==> config.mk <==
export PLATFORM = sky130hd
export DESIGN_NAME = mpu_seq_ctrl
export DESIGN_NICKNAME = d
export VERILOG_FILES = /design/src/rtl/mpu_seq_ctrl.sv
export SDC_FILE = /design/constraint.sdc
export NUM_CORES = 1
export LEC_CHECK = 0
export ABC_AREA = 1
export CORE_UTILIZATION = 55
export CTS_BUF_LIST = sky130_fd_sc_hd__clkbuf_4
export CTS_CLUSTER_SIZE = 25
export DETAILED_ROUTE_END_ITERATION = 8
export GPL_ROUTABILITY_DRIVEN = 0
export GPL_TIMING_DRIVEN = 0
export MAX_ROUTING_LAYER = met4
export PLACE_DENSITY = 0.84
export SYNTH_ARGS = -nofsm -noshare
export SYNTH_HDL_FRONTEND = slang
export SYNTH_SLANG_ARGS = --single-unit
==> constraint.sdc <==
create_clock -name clk -period 10.31 [get_ports clk]
set_input_delay 2.062 -clock clk [delete_from_list [all_inputs] [get_ports clk]]
set_output_delay 2.062 -clock clk [all_outputs]
set_load 0.01 [all_outputs]
==> src/rtl/mpu_seq_ctrl.sv <==
// Command sequencer for the int8 matrix unit: byte-wise row fetch, array issue, result retire.
// Optional MPU_SEQ_PERF_EN adds saturating busy/stall counters.
module mpu_seq_ctrl #(
  parameter int DIM       = 8,
  parameter int ADDR_W    = 16,
  parameter int ACC_DEPTH = 16,
  parameter int SA_LAT    = 16,
  localparam int IW = $clog2(ACC_DEPTH),
  localparam int RW = IW + 1
) (
  input  logic              clk,
  input  logic              rst,
  input  logic              cmd_valid,
  output logic              cmd_ready,
  input  logic [ADDR_W-1:0] cmd_src,
  input  logic [RW-1:0]     cmd_rows,
  input  logic [IW-1:0]     cmd_acc_base,
  input  logic              cmd_accum,
  output logic              mem_rd_en,
  output logic [ADDR_W-1:0] mem_addr,
  input  logic              mem_rd_valid,
  input  logic [7:0]        mem_rd_data,
  output logic              sa_row_valid,
  output logic [DIM*8-1:0]  sa_row,
  output logic              acc_wr_en,
  output logic [IW-1:0]     acc_wr_idx,
  output logic              acc_wr_accum,
  output logic              busy,
  output logic              done
`ifdef MPU_SEQ_PERF_EN
  ,
  output logic [31:0]       perf_busy,
  output logic [31:0]       perf_stall
`endif
);

  localparam int KW = (DIM > 1) ? $clog2(DIM) : 1;
  localparam logic [SA_LAT-1:0] LMASK = ~(SA_LAT'(1) << (SA_LAT - 1));

  typedef enum logic [2:0] {
    S_IDLE, S_FETCH, S_ISSUE, S_DRAIN, S_DONE
  } state_t;

  state_t            r_state;
  logic [ADDR_W-1:0] r_src;
  logic [RW-1:0]     r_rows;
  logic [RW-1:0]     r_row;
  logic [IW-1:0]     r_base;
  logic              r_accum;
  logic [KW-1:0]     r_k;
  logic              r_out;
  logic [DIM*8-1:0]  r_buf;
  logic              r_sav;
  logic              r_ready;
  logic              r_busy;
  logic              r_done;
  logic [SA_LAT-1:0] r_pv;
  logic [IW-1:0]     r_pidx [SA_LAT];

  logic              w_fetch;
  logic              w_cap;
  logic              w_last;
  logic              w_rd_en;
  logic [KW-1:0]     w_kreq;
  logic [RW-1:0]     w_rows_cl;
  logic [RW-1:0]     w_row_nx;

  assign w_fetch   = (r_state == S_FETCH);
  assign w_cap     = w_fetch && r_out && mem_rd_valid;
  assign w_last    = w_cap && (r_k == KW'(DIM - 1));
  // Next byte is requested in the same cycle its predecessor lands.
  assign w_rd_en   = w_fetch && (!r_out || (w_cap && !w_last));
  assign w_kreq    = r_out ? r_k + KW'(1) : r_k;
  assign w_rows_cl = (cmd_rows > RW'(ACC_DEPTH)) ? RW'(ACC_DEPTH) : cmd_rows;
  assign w_row_nx  = r_row + RW'(1);

  assign cmd_ready    = r_ready;
  assign busy         = r_busy;
  assign done         = r_done;
  assign mem_rd_en    = w_rd_en;
  assign mem_addr     = w_rd_en ? r_src + ADDR_W'(w_kreq) : '0;
  assign sa_row_valid = r_sav;
  assign sa_row       = r_buf;
  assign acc_wr_en    = r_pv[SA_LAT-1];
  assign acc_wr_idx   = r_pidx[SA_LAT-1];
  assign acc_wr_accum = r_accum;

  always_ff @(posedge clk) begin
    if (rst) begin
      r_state <= S_IDLE;
      r_src   <= '0;
      r_rows  <= '0;
      r_row   <= '0;
      r_base  <= '0;
      r_accum <= 1'b0;
      r_k     <= '0;
      r_out   <= 1'b0;
      r_buf   <= '0;
      r_sav   <= 1'b0;
      r_ready <= 1'b1;
      r_busy  <= 1'b0;
      r_done  <= 1'b0;
    end else begin
      if (w_rd_en)
        r_out <= 1'b1;
      else if (w_cap)
        r_out <= 1'b0;
      if (w_cap)
        r_buf[8*r_k +: 8] <= mem_rd_data;
      unique case (r_state)
        S_IDLE: begin
          if (cmd_valid) begin
            r_src   <= cmd_src;
            r_rows  <= w_rows_cl;
            r_base  <= cmd_acc_base;
            r_accum <= cmd_accum;
            r_row   <= '0;
            r_k     <= '0;
            r_ready <= 1'b0;
            r_busy  <= 1'b1;
            if (w_rows_cl == '0) begin
              r_state <= S_DONE;
              r_done  <= 1'b1;
            end else begin
              r_state <= S_FETCH;
            end
          end
        end
        S_FETCH: begin
          if (w_cap)
            r_k <= r_k + KW'(1);
          if (w_last) begin
            r_k     <= '0;
            r_sav   <= 1'b1;
            r_state <= S_ISSUE;
          end
        end
        S_ISSUE: begin
          r_sav   <= 1'b0;
          r_row   <= w_row_nx;
          r_src   <= r_src + ADDR_W'(DIM);
          r_state <= (w_row_nx < r_rows) ? S_FETCH : S_DRAIN;
        end
        S_DRAIN: begin
          // Leave when only the emerging token (if any) remains.
          if ((r_pv & LMASK) == '0) begin
            r_state <= S_DONE;
            r_done  <= 1'b1;
          end
        end
        S_DONE: begin
          r_done  <= 1'b0;
          r_busy  <= 1'b0;
          r_ready <= 1'b1;
          r_state <= S_IDLE;
        end
        default: r_state <= S_IDLE;
      endcase
    end
  end

  always_ff @(posedge clk) begin
    if (rst) begin
      r_pv <= '0;
      for (int i = 0; i < SA_LAT; i++)
        r_pidx[i] <= '0;
    end else begin
      for (int i = SA_LAT - 1; i > 0; i--) begin
        r_pv[i]   <= r_pv[i-1];
        r_pidx[i] <= r_pidx[i-1];
      end
      r_pv[0]   <= (r_state == S_ISSUE);
      r_pidx[0] <= r_base + r_row[IW-1:0];
    end
  end

`ifdef MPU_SEQ_PERF_EN
  always_ff @(posedge clk) begin
    if (rst) begin
      perf_busy  <= '0;
      perf_stall <= '0;
    end else begin
      if (r_busy && perf_busy != '1)
        perf_busy <= perf_busy + 32'd1;
      if (w_fetch && r_out && !mem_rd_valid && perf_stall != '1)
        perf_stall <= perf_stall + 32'd1;
    end
  end
`endif

endmodule

==> results of run 1 <==
-- report_power, final --
group          switching (uW)  total [uW]  leakage, uW  internal, uW
registers                22.3         767      0.00150           744
clock network             250         467     0.000184           218
logic                     131         218      0.00204          87.1
total                     403        1450      0.00373          1050
-- routing by layer --
layer / share of wire (%) / track usage, % / wire length (um) / up-vias
met5: 0 / - / 0 / -
met4: 3.6 / 13.5 / 669 / 0
met3: 7.4 / 7.51 / 1370 / 59
met2: 47 / 43.6 / 8640 / 240
met1: 42 / 31.6 / 7730 / 3091
li1: - / - / - / 3397
-- sequential cells by signal, summed over array words and instances (netlist names) --
name / cells
acc_wr_accum: 1
busy: 1
cmd_ready: 1
done: 1
r_base: 4
r_k: 3
r_out: 1
r_pidx: 64
r_pv: 16
r_row: 5
r_rows: 5
r_src: 16
r_state: 3
sa_row: 64
sa_row_valid: 1
-- cells by family after synthesis --
| family | after synthesis | share of synthesized area (%) |
|---|---|---|
| AND/OR/NAND/NOR | 403 | 23.6 |
| buffers and inverters | 199 | 11.0 |
| flip-flops | 186 | 48.8 |
| AO/OA/AOI/OAI | 173 | 11.8 |
| adder cells (fa/ha/maj) | 21 | 3.64 |
| XOR/XNOR | 11 | 1.26 |
-- how the worst max path moves through the flow --
stage          slack, ns  cells past startpoint      endpoint         start
2_1_floorplan       5.28                      8  mem_addr[11]  mem_rd_valid
3_3_place_gp        4.20                     10  mem_addr[11]  mem_rd_valid
3_5_place_dp        4.17                     10  mem_addr[11]  mem_rd_valid
4_1_cts             3.93                     18  mem_addr[12]        r_k[0]
5_1_grt             3.56                     18  mem_addr[12]        r_k[0]
6_report            3.98                     18  mem_addr[12]        r_k[0]
-- Yosys cell counts (3+ instances only) --
cell / n / share of area, %
buf_2: 8 / 0.52
xor2_1: 8 / 0.92
buf_6: 7 / 1.0
nand2_4: 3 / 0.44
clkbuf_1: 19 / 0.93
inv_2: 6 / 0.29
xnor2_1: 3 / 0.34
nor2_1: 223 / 11
nand4_4: 3 / 0.84
inv_1: 147 / 7.2
a31oi_1: 3 / 0.25
nand2_1: 97 / 4.8
dfxtp_1: 186 / 49
ha_1: 19 / 3.1
o22ai_1: 3 / 0.25
nand3_1: 41 / 2.7
nand4_1: 4 / 0.33
nor3_2: 5 / 0.66
nand3_4: 4 / 0.92
o21ai_0: 88 / 5.8
nor2_2: 5 / 0.41
buf_4: 6 / 0.59
nor3_1: 9 / 0.59
o21ai_1: 8 / 0.52
a21oi_1: 62 / 4.1
-- metrics by stage --
| step | hold WS, ns | util, % |
|---|---|---|
| 2_1_floorplan | 0.388 | - |
| 3_3_place_gp | 0.389 | 68.1 |
| 3_5_place_dp | 0.394 | 68.1 |
| 4_1_cts | 0.408 | 70.7 |
| 5_1_grt | 0.416 | 70.7 |
| 6_report | 0.406 | 70.7 |
-- cell usage in the layout (no fill, tap or decap), types with 3 or more instances in the layout --
master	netlist	routed
inv_6	0	3
bufinv_16	0	5
a21oi_1	62	62
nand3_4	4	4
nor2_2	5	5
ha_1	19	19
xnor2_1	3	3
clkbuf_1	19	19
xor2_1	8	8
nand4_1	4	4
nor3_1	9	9
clkinv_1	2	3
buf_2	8	8
nand4_4	3	3
nand2_1	97	97
buf_4	6	6
dfxtp_1	186	186
clkbuf_4	0	17
o21ai_0	88	88
clkinv_2	2	5
buf_6	7	7
clkdlybuf4s50_1	0	127
o21ai_1	8	8
inv_2	6	6
nor3_2	5	5
nor2_1	223	223
nand2_4	3	3
a31oi_1	3	3
o22ai_1	3	3
nand3_1	41	41
inv_1	147	147
-- critical path, cell delays in order, from the launching register on --
cell             delay, ns
dfxtp_1               0.44
buf_6                 0.18
inv_4                 0.05
buf_2                 0.18
ha_1                  0.33
clkbuf_1              0.39
nand2_1               0.09
o21ai_0               0.13
inv_1                 0.11
fa_1                  0.39
inv_1                 0.08
nand2_1               0.05
inv_1                 0.08
nor2_1                0.09
nor2_1                0.18
nand3_1               0.11
xor2_1                0.16
nor2_1                0.10
clkdlybuf4s50_1       0.54
-- final cells by class --
cell class	count	area, um^2	share of cell area (%)
buffer	41	239	2.52
clock buffer	17	128	1.35
clock inverter	15	220	2.32
inverter	158	598	6.31
multi-input combinational	608	3080	32.5
sequential	186	3720	39.3
tap	176	220	2.32
timing repair buffer	127	1270	13.4
==> results.txt, run 1 <==
root buffer cell: clkbuf_4
mapped cell area: 0.00764 mm^2
CP Max Fanout: 11
Fin Setup TNS: 0 ns
reg2reg setup slack: 7.94 ns
sequential area share after synthesis: 48.8%
Max Fclk: 0.158 GHz
CP endpoint kind: output port
number of remaining DRC errors: 0
TritonCTS buffer count: 17
Critical R2R Capture: sa_row[63]
critical path class: flip-flop to output port
global-route wire length before repair: 29800 um
Final Power: 1450 uW
DR pass1 iterations: 5
RSZ-0062 raised after global routing: no
final critical-path required period: 6.33 ns
P_leak: 0.00373 uW
Port Buffers: 127
Worst Skew: 0.0174 ns
Critical R2R Launch: r_k[0]
DRT iter0 DRCs: 513
Ys Warns: 0
Hold Buf Count CTS: 0
Final nets: 1198
Via density: 5.11
post-synthesis sequential element count: 186
Post-DP HPWL: 13700 um
via count: 6787
hold path depth: 2
Hold Path End: r_pidx[1][8]
Global Route Usage Sum: 27.3%
Async SR Flop Fraction: 0%
hold path startpoint: r_pidx[1][4]
area delta synth->final: 24.1%
Wirelength per Cell: 13.9 um
Data required, critical path: 8.25 ns
Synth Flop Type: dfxtp_1
Syn Area/Cell: 7.69 um^2
period utilization: 61.4%
slew margin rel.: 48.7%
Resize count post-CTS: 0
post-place setup slack: 4.17 ns
Die Y: 120 um
CTS tree: built
filler instances: 1063
die area: 0.0144 mm^2
layout cell share with drive strength beyond 1: 7.64%
Fin. Hold Viols: 0
CP Launch Type: flip-flop
number of cells produced by synthesis: 993
Arrival @ worst endpoint: 4.27 ns
CTS Sinks: 186
antenna violations before repair: 0
gr ovfl total: 0
outcome: completed
placed instance count: 1296
Die X: 120 um
Clock Pin Slew Worst Setup and Hold Paths: 0.14 ns
cells on worst reg2reg path: 10
core box area: 0.0134 mm^2
Synthesized Nets: 1052
# diodes: 0
max cap viols: 0
fin. max-slew vios: 0
post-route setup slack: 3.98 ns
Rows: 42
Setup Viol. Count Final: 0
final WL: 18400 um
Unique masters post-synth: 44
worst vdd ir: 0.0857 mV
clock buffer depth: 2
vias in the first global route: 6360
Post-synth EDFFs: 0
largest net degree at the start of global routing: 17
Skew-Pair Late Insertion Delay: 0.59 ns
Routed Antenna Nets: 0
DP Area: 0.00913 mm^2
Initial Util: 57.0%
Layout Cells excl Fill: 1328
H-tree lvl count: 4
Hold Crit Class: flip-flop to flip-flop
worst-margin pin slew: 0.770 ns
post-route cell area: 0.00948 mm^2
Top Ports: 129
Pwr Density: 153 mW/mm^2
# Post-CTS Setup Buffers: 0
Note: power is estimated with default switching activity, not from simulation.
==> inputs of run 2 (changes only) <==
Settings changed: CORE_UTILIZATION 55 to 50, PLACE_DENSITY 0.84 to 0.81.
Clock period 10.31 ns to 5.23 ns, I/O delays scaled along.
==> run 2 against run 1 <==
Effect of this change: non-clock buffer count is 1 lower; register-to-register slack worse by 5.1 ns; power is 87% higher; via count is 2.3% lower; the run now ends with design-rule violations left; global-route usage is 3.4 points lower; worst hold slack worse by 0.00055 ns; final area is 0.55% lower; sequential power is 97% higher; largest power group unchanged.
==> results.txt, run 2 (same netlist as run 1, synthesis figures left out) <==
outcome: finished with violations
failing checks: design-rule violations
Final nets: 1197 (-0.083%)
worst-margin pin slew: 0.644 ns (-0.126 ns)
DRT iter0 DRCs: 425 (-17%)
CP top delay family: buffers and inverters
final hold slack: 0.405 ns (-0.000548 ns)
RSZ-0062 raised after global routing: no
Setup Viol. Count Final: 0 (unchanged)
Clock Pin Slew Worst Setup and Hold Paths: 0.15 ns (about the same)
critical path buffer and inverter count: 7 (-1)
Worst path max stage delay: 0.54 ns (about the same)
slew margin rel.: 57.1% (+8.4 points)
Pwr Density: 289 mW/mm^2 (+88%)
Global Route Usage Sum: 23.9% (-3.4 points)
CP endpoint kind: output port
cells on worst reg2reg path: 10 (unchanged)
Routed Antenna Nets: 0 (unchanged)
die area: 0.0158 mm^2 (+9.8%)
Fin. Hold Viols: 0 (unchanged)
gr ovfl total: 0 (unchanged)
Worst Skew: 0.0154 ns (-0.00203 ns)
Via density: 4.96 (-2.9%)
Arrival @ worst endpoint: 3.87 ns (-0.40 ns)
CTS tree: built
Hold Buf Count CTS: 0 (unchanged)
final critical-path required period: 4.92 ns
worst vdd ir: 0.218 mV (+150%)
Skew-Pair Late Insertion Delay: 0.56 ns (-0.03 ns)
period utilization: 94.0%
reg2reg setup slack: 2.89 ns (-5.05 ns)
CP Launch Type: flip-flop
Hold Crit Class: flip-flop to flip-flop
Post-DP HPWL: 13600 um (-0.59%)
CP Depth: 17 (-1)
leading cell type in the layout, fill and taps excluded: nor2_1
critical path, cell by cell: buf_6 -> inv_4 -> buf_2 -> ha_4 -> nand2_1 -> o21ai_0 -> inv_1 -> fa_1 -> inv_1 -> nand2_1 -> inv_1 -> nor2_1 -> nor2_1 -> nand3_1 -> xor2_1 -> nor2_1 -> clkdlybuf4s50_1
DR pass1 iterations: 7 (+2)
H-tree lvl count: 4 (unchanged)
# diodes: 0 (unchanged)
P_leak: 0.00369 uW (-1.2%)
root buffer cell: clkbuf_4
Die Y: 126 um (+4.8%)
CTS Sinks: 186 (unchanged)
post-route cell area: 0.00942 mm^2 (-0.55%)
antenna violations before repair: 0 (unchanged)
CP Max Fanout: 12 (+1)
Data required, critical path: 4.18 ns (-4.07 ns)
critical path class: flip-flop to output port
commonest non-fill, non-tap cells in the layout: nor2_1 (223), dfxtp_1 (186), inv_1 (147)
max cap viols: 0 (unchanged)
layout cell share with drive strength beyond 1: 7.47% (-0.17 points)
area delta synth->final: 23.4%
TritonCTS buffer count: 17 (unchanged)
# Post-CTS Setup Buffers: 0 (unchanged)
Max Fclk: 0.203 GHz
via count: 6628 (-2.3%)
Wirelength per Cell: 13.5 um (-2.3%)
routing usage on met2: 37.9% (-5.7 points)
global-route wire length before repair: 29000 um (-2.5%)
Top Ports: 129 (unchanged)
Final Power: 2720 uW (+87%)
busiest grt layer: met2
final WL: 18100 um (-1.7%)
DP Area: 0.00914 mm^2 (+0.11%)
Die X: 126 um (+4.8%)
largest net degree at the start of global routing: 17 (unchanged)
highest-delay cell along the critical path: clkdlybuf4s50_1
GRT met3 Usage: 7.70% (+0.19 points)
Resize count post-CTS: 0 (unchanged)
Rows: 44 (+4.8%)
hold path depth: 2 (unchanged)
vias in the first global route: 6051 (-4.9%)
fin. max-slew vios: 0 (unchanged)
Initial Util: 51.9% (-5.0 points)
core box area: 0.0147 mm^2 (+9.7%)
number of remaining DRC errors: 3 (+3)
clock buffer depth: 2 (unchanged)
Port Buffers: 127 (unchanged)
Fin Setup TNS: 0 ns (unchanged)
met1 Use GR: 27.8% (-3.8 points)
-- run 2: power by group --
| part | internal [uW] | switching [uW] |
|---|---|---|
| sequential | 1470 | 44.3 |
| combinational | 173 | 260 |
| clock | 285 | 492 |
-- run 2: metal layers --
layer | vias to the layer above | share of wire, %
met1 | 2952 | 42
met4 | 0 | 3.1
met3 | 45 | 8.6
met2 | 233 | 46
met5 | - | 0
li1 | 3398 | -
-- run 2: tightest hold or removal path: cells and delay by family (launching register included) --
| kind | cells | cell delay [ns] |
|---|---|---|
| buffers and inverters | 1 | 0.04 |
| DFF | 1 | 0.32 |
| and+or+nand+nor | 1 | 0.03 |
-- run 2: worst paths after layout --
| check | from | end |
|---|---|---|
| worst max-delay path | r_k[0] | mem_addr[12] |
| worst max register to register | r_k[0] | sa_row[62] |
| worst min-delay path | r_pidx[0][4] | r_pidx[0][8] |
| worst min register to register | r_pidx[0][4] | r_pidx[0][8] |
-- run 2: area by class of cell --
cell class                      count  area, um^2
Buffer                             40         235
Clock buffer                       17         128
Clock inverter                     15         149
Fill cell                        1289        5280
Inverter                          158         598
Multi-Input combinational cell    608        3090
Sequential cell                   186        3720
Tap cell                          184         230
Timing Repair Buffer              127        1270
-- run 2: metrics by stage --
stage | cells | utilization, % | worst slack, ns
after floorplan | 993 | - | 1.46
after global placement | 1304 | 62.2 | 0.593
after detailed placement | 1304 | 62.2 | 0.532
after CTS | 1335 | 64.0 | 0.0504
after global routing | 1335 | 64.1 | 0.0525
final | 1335 | 64.1 | 0.314
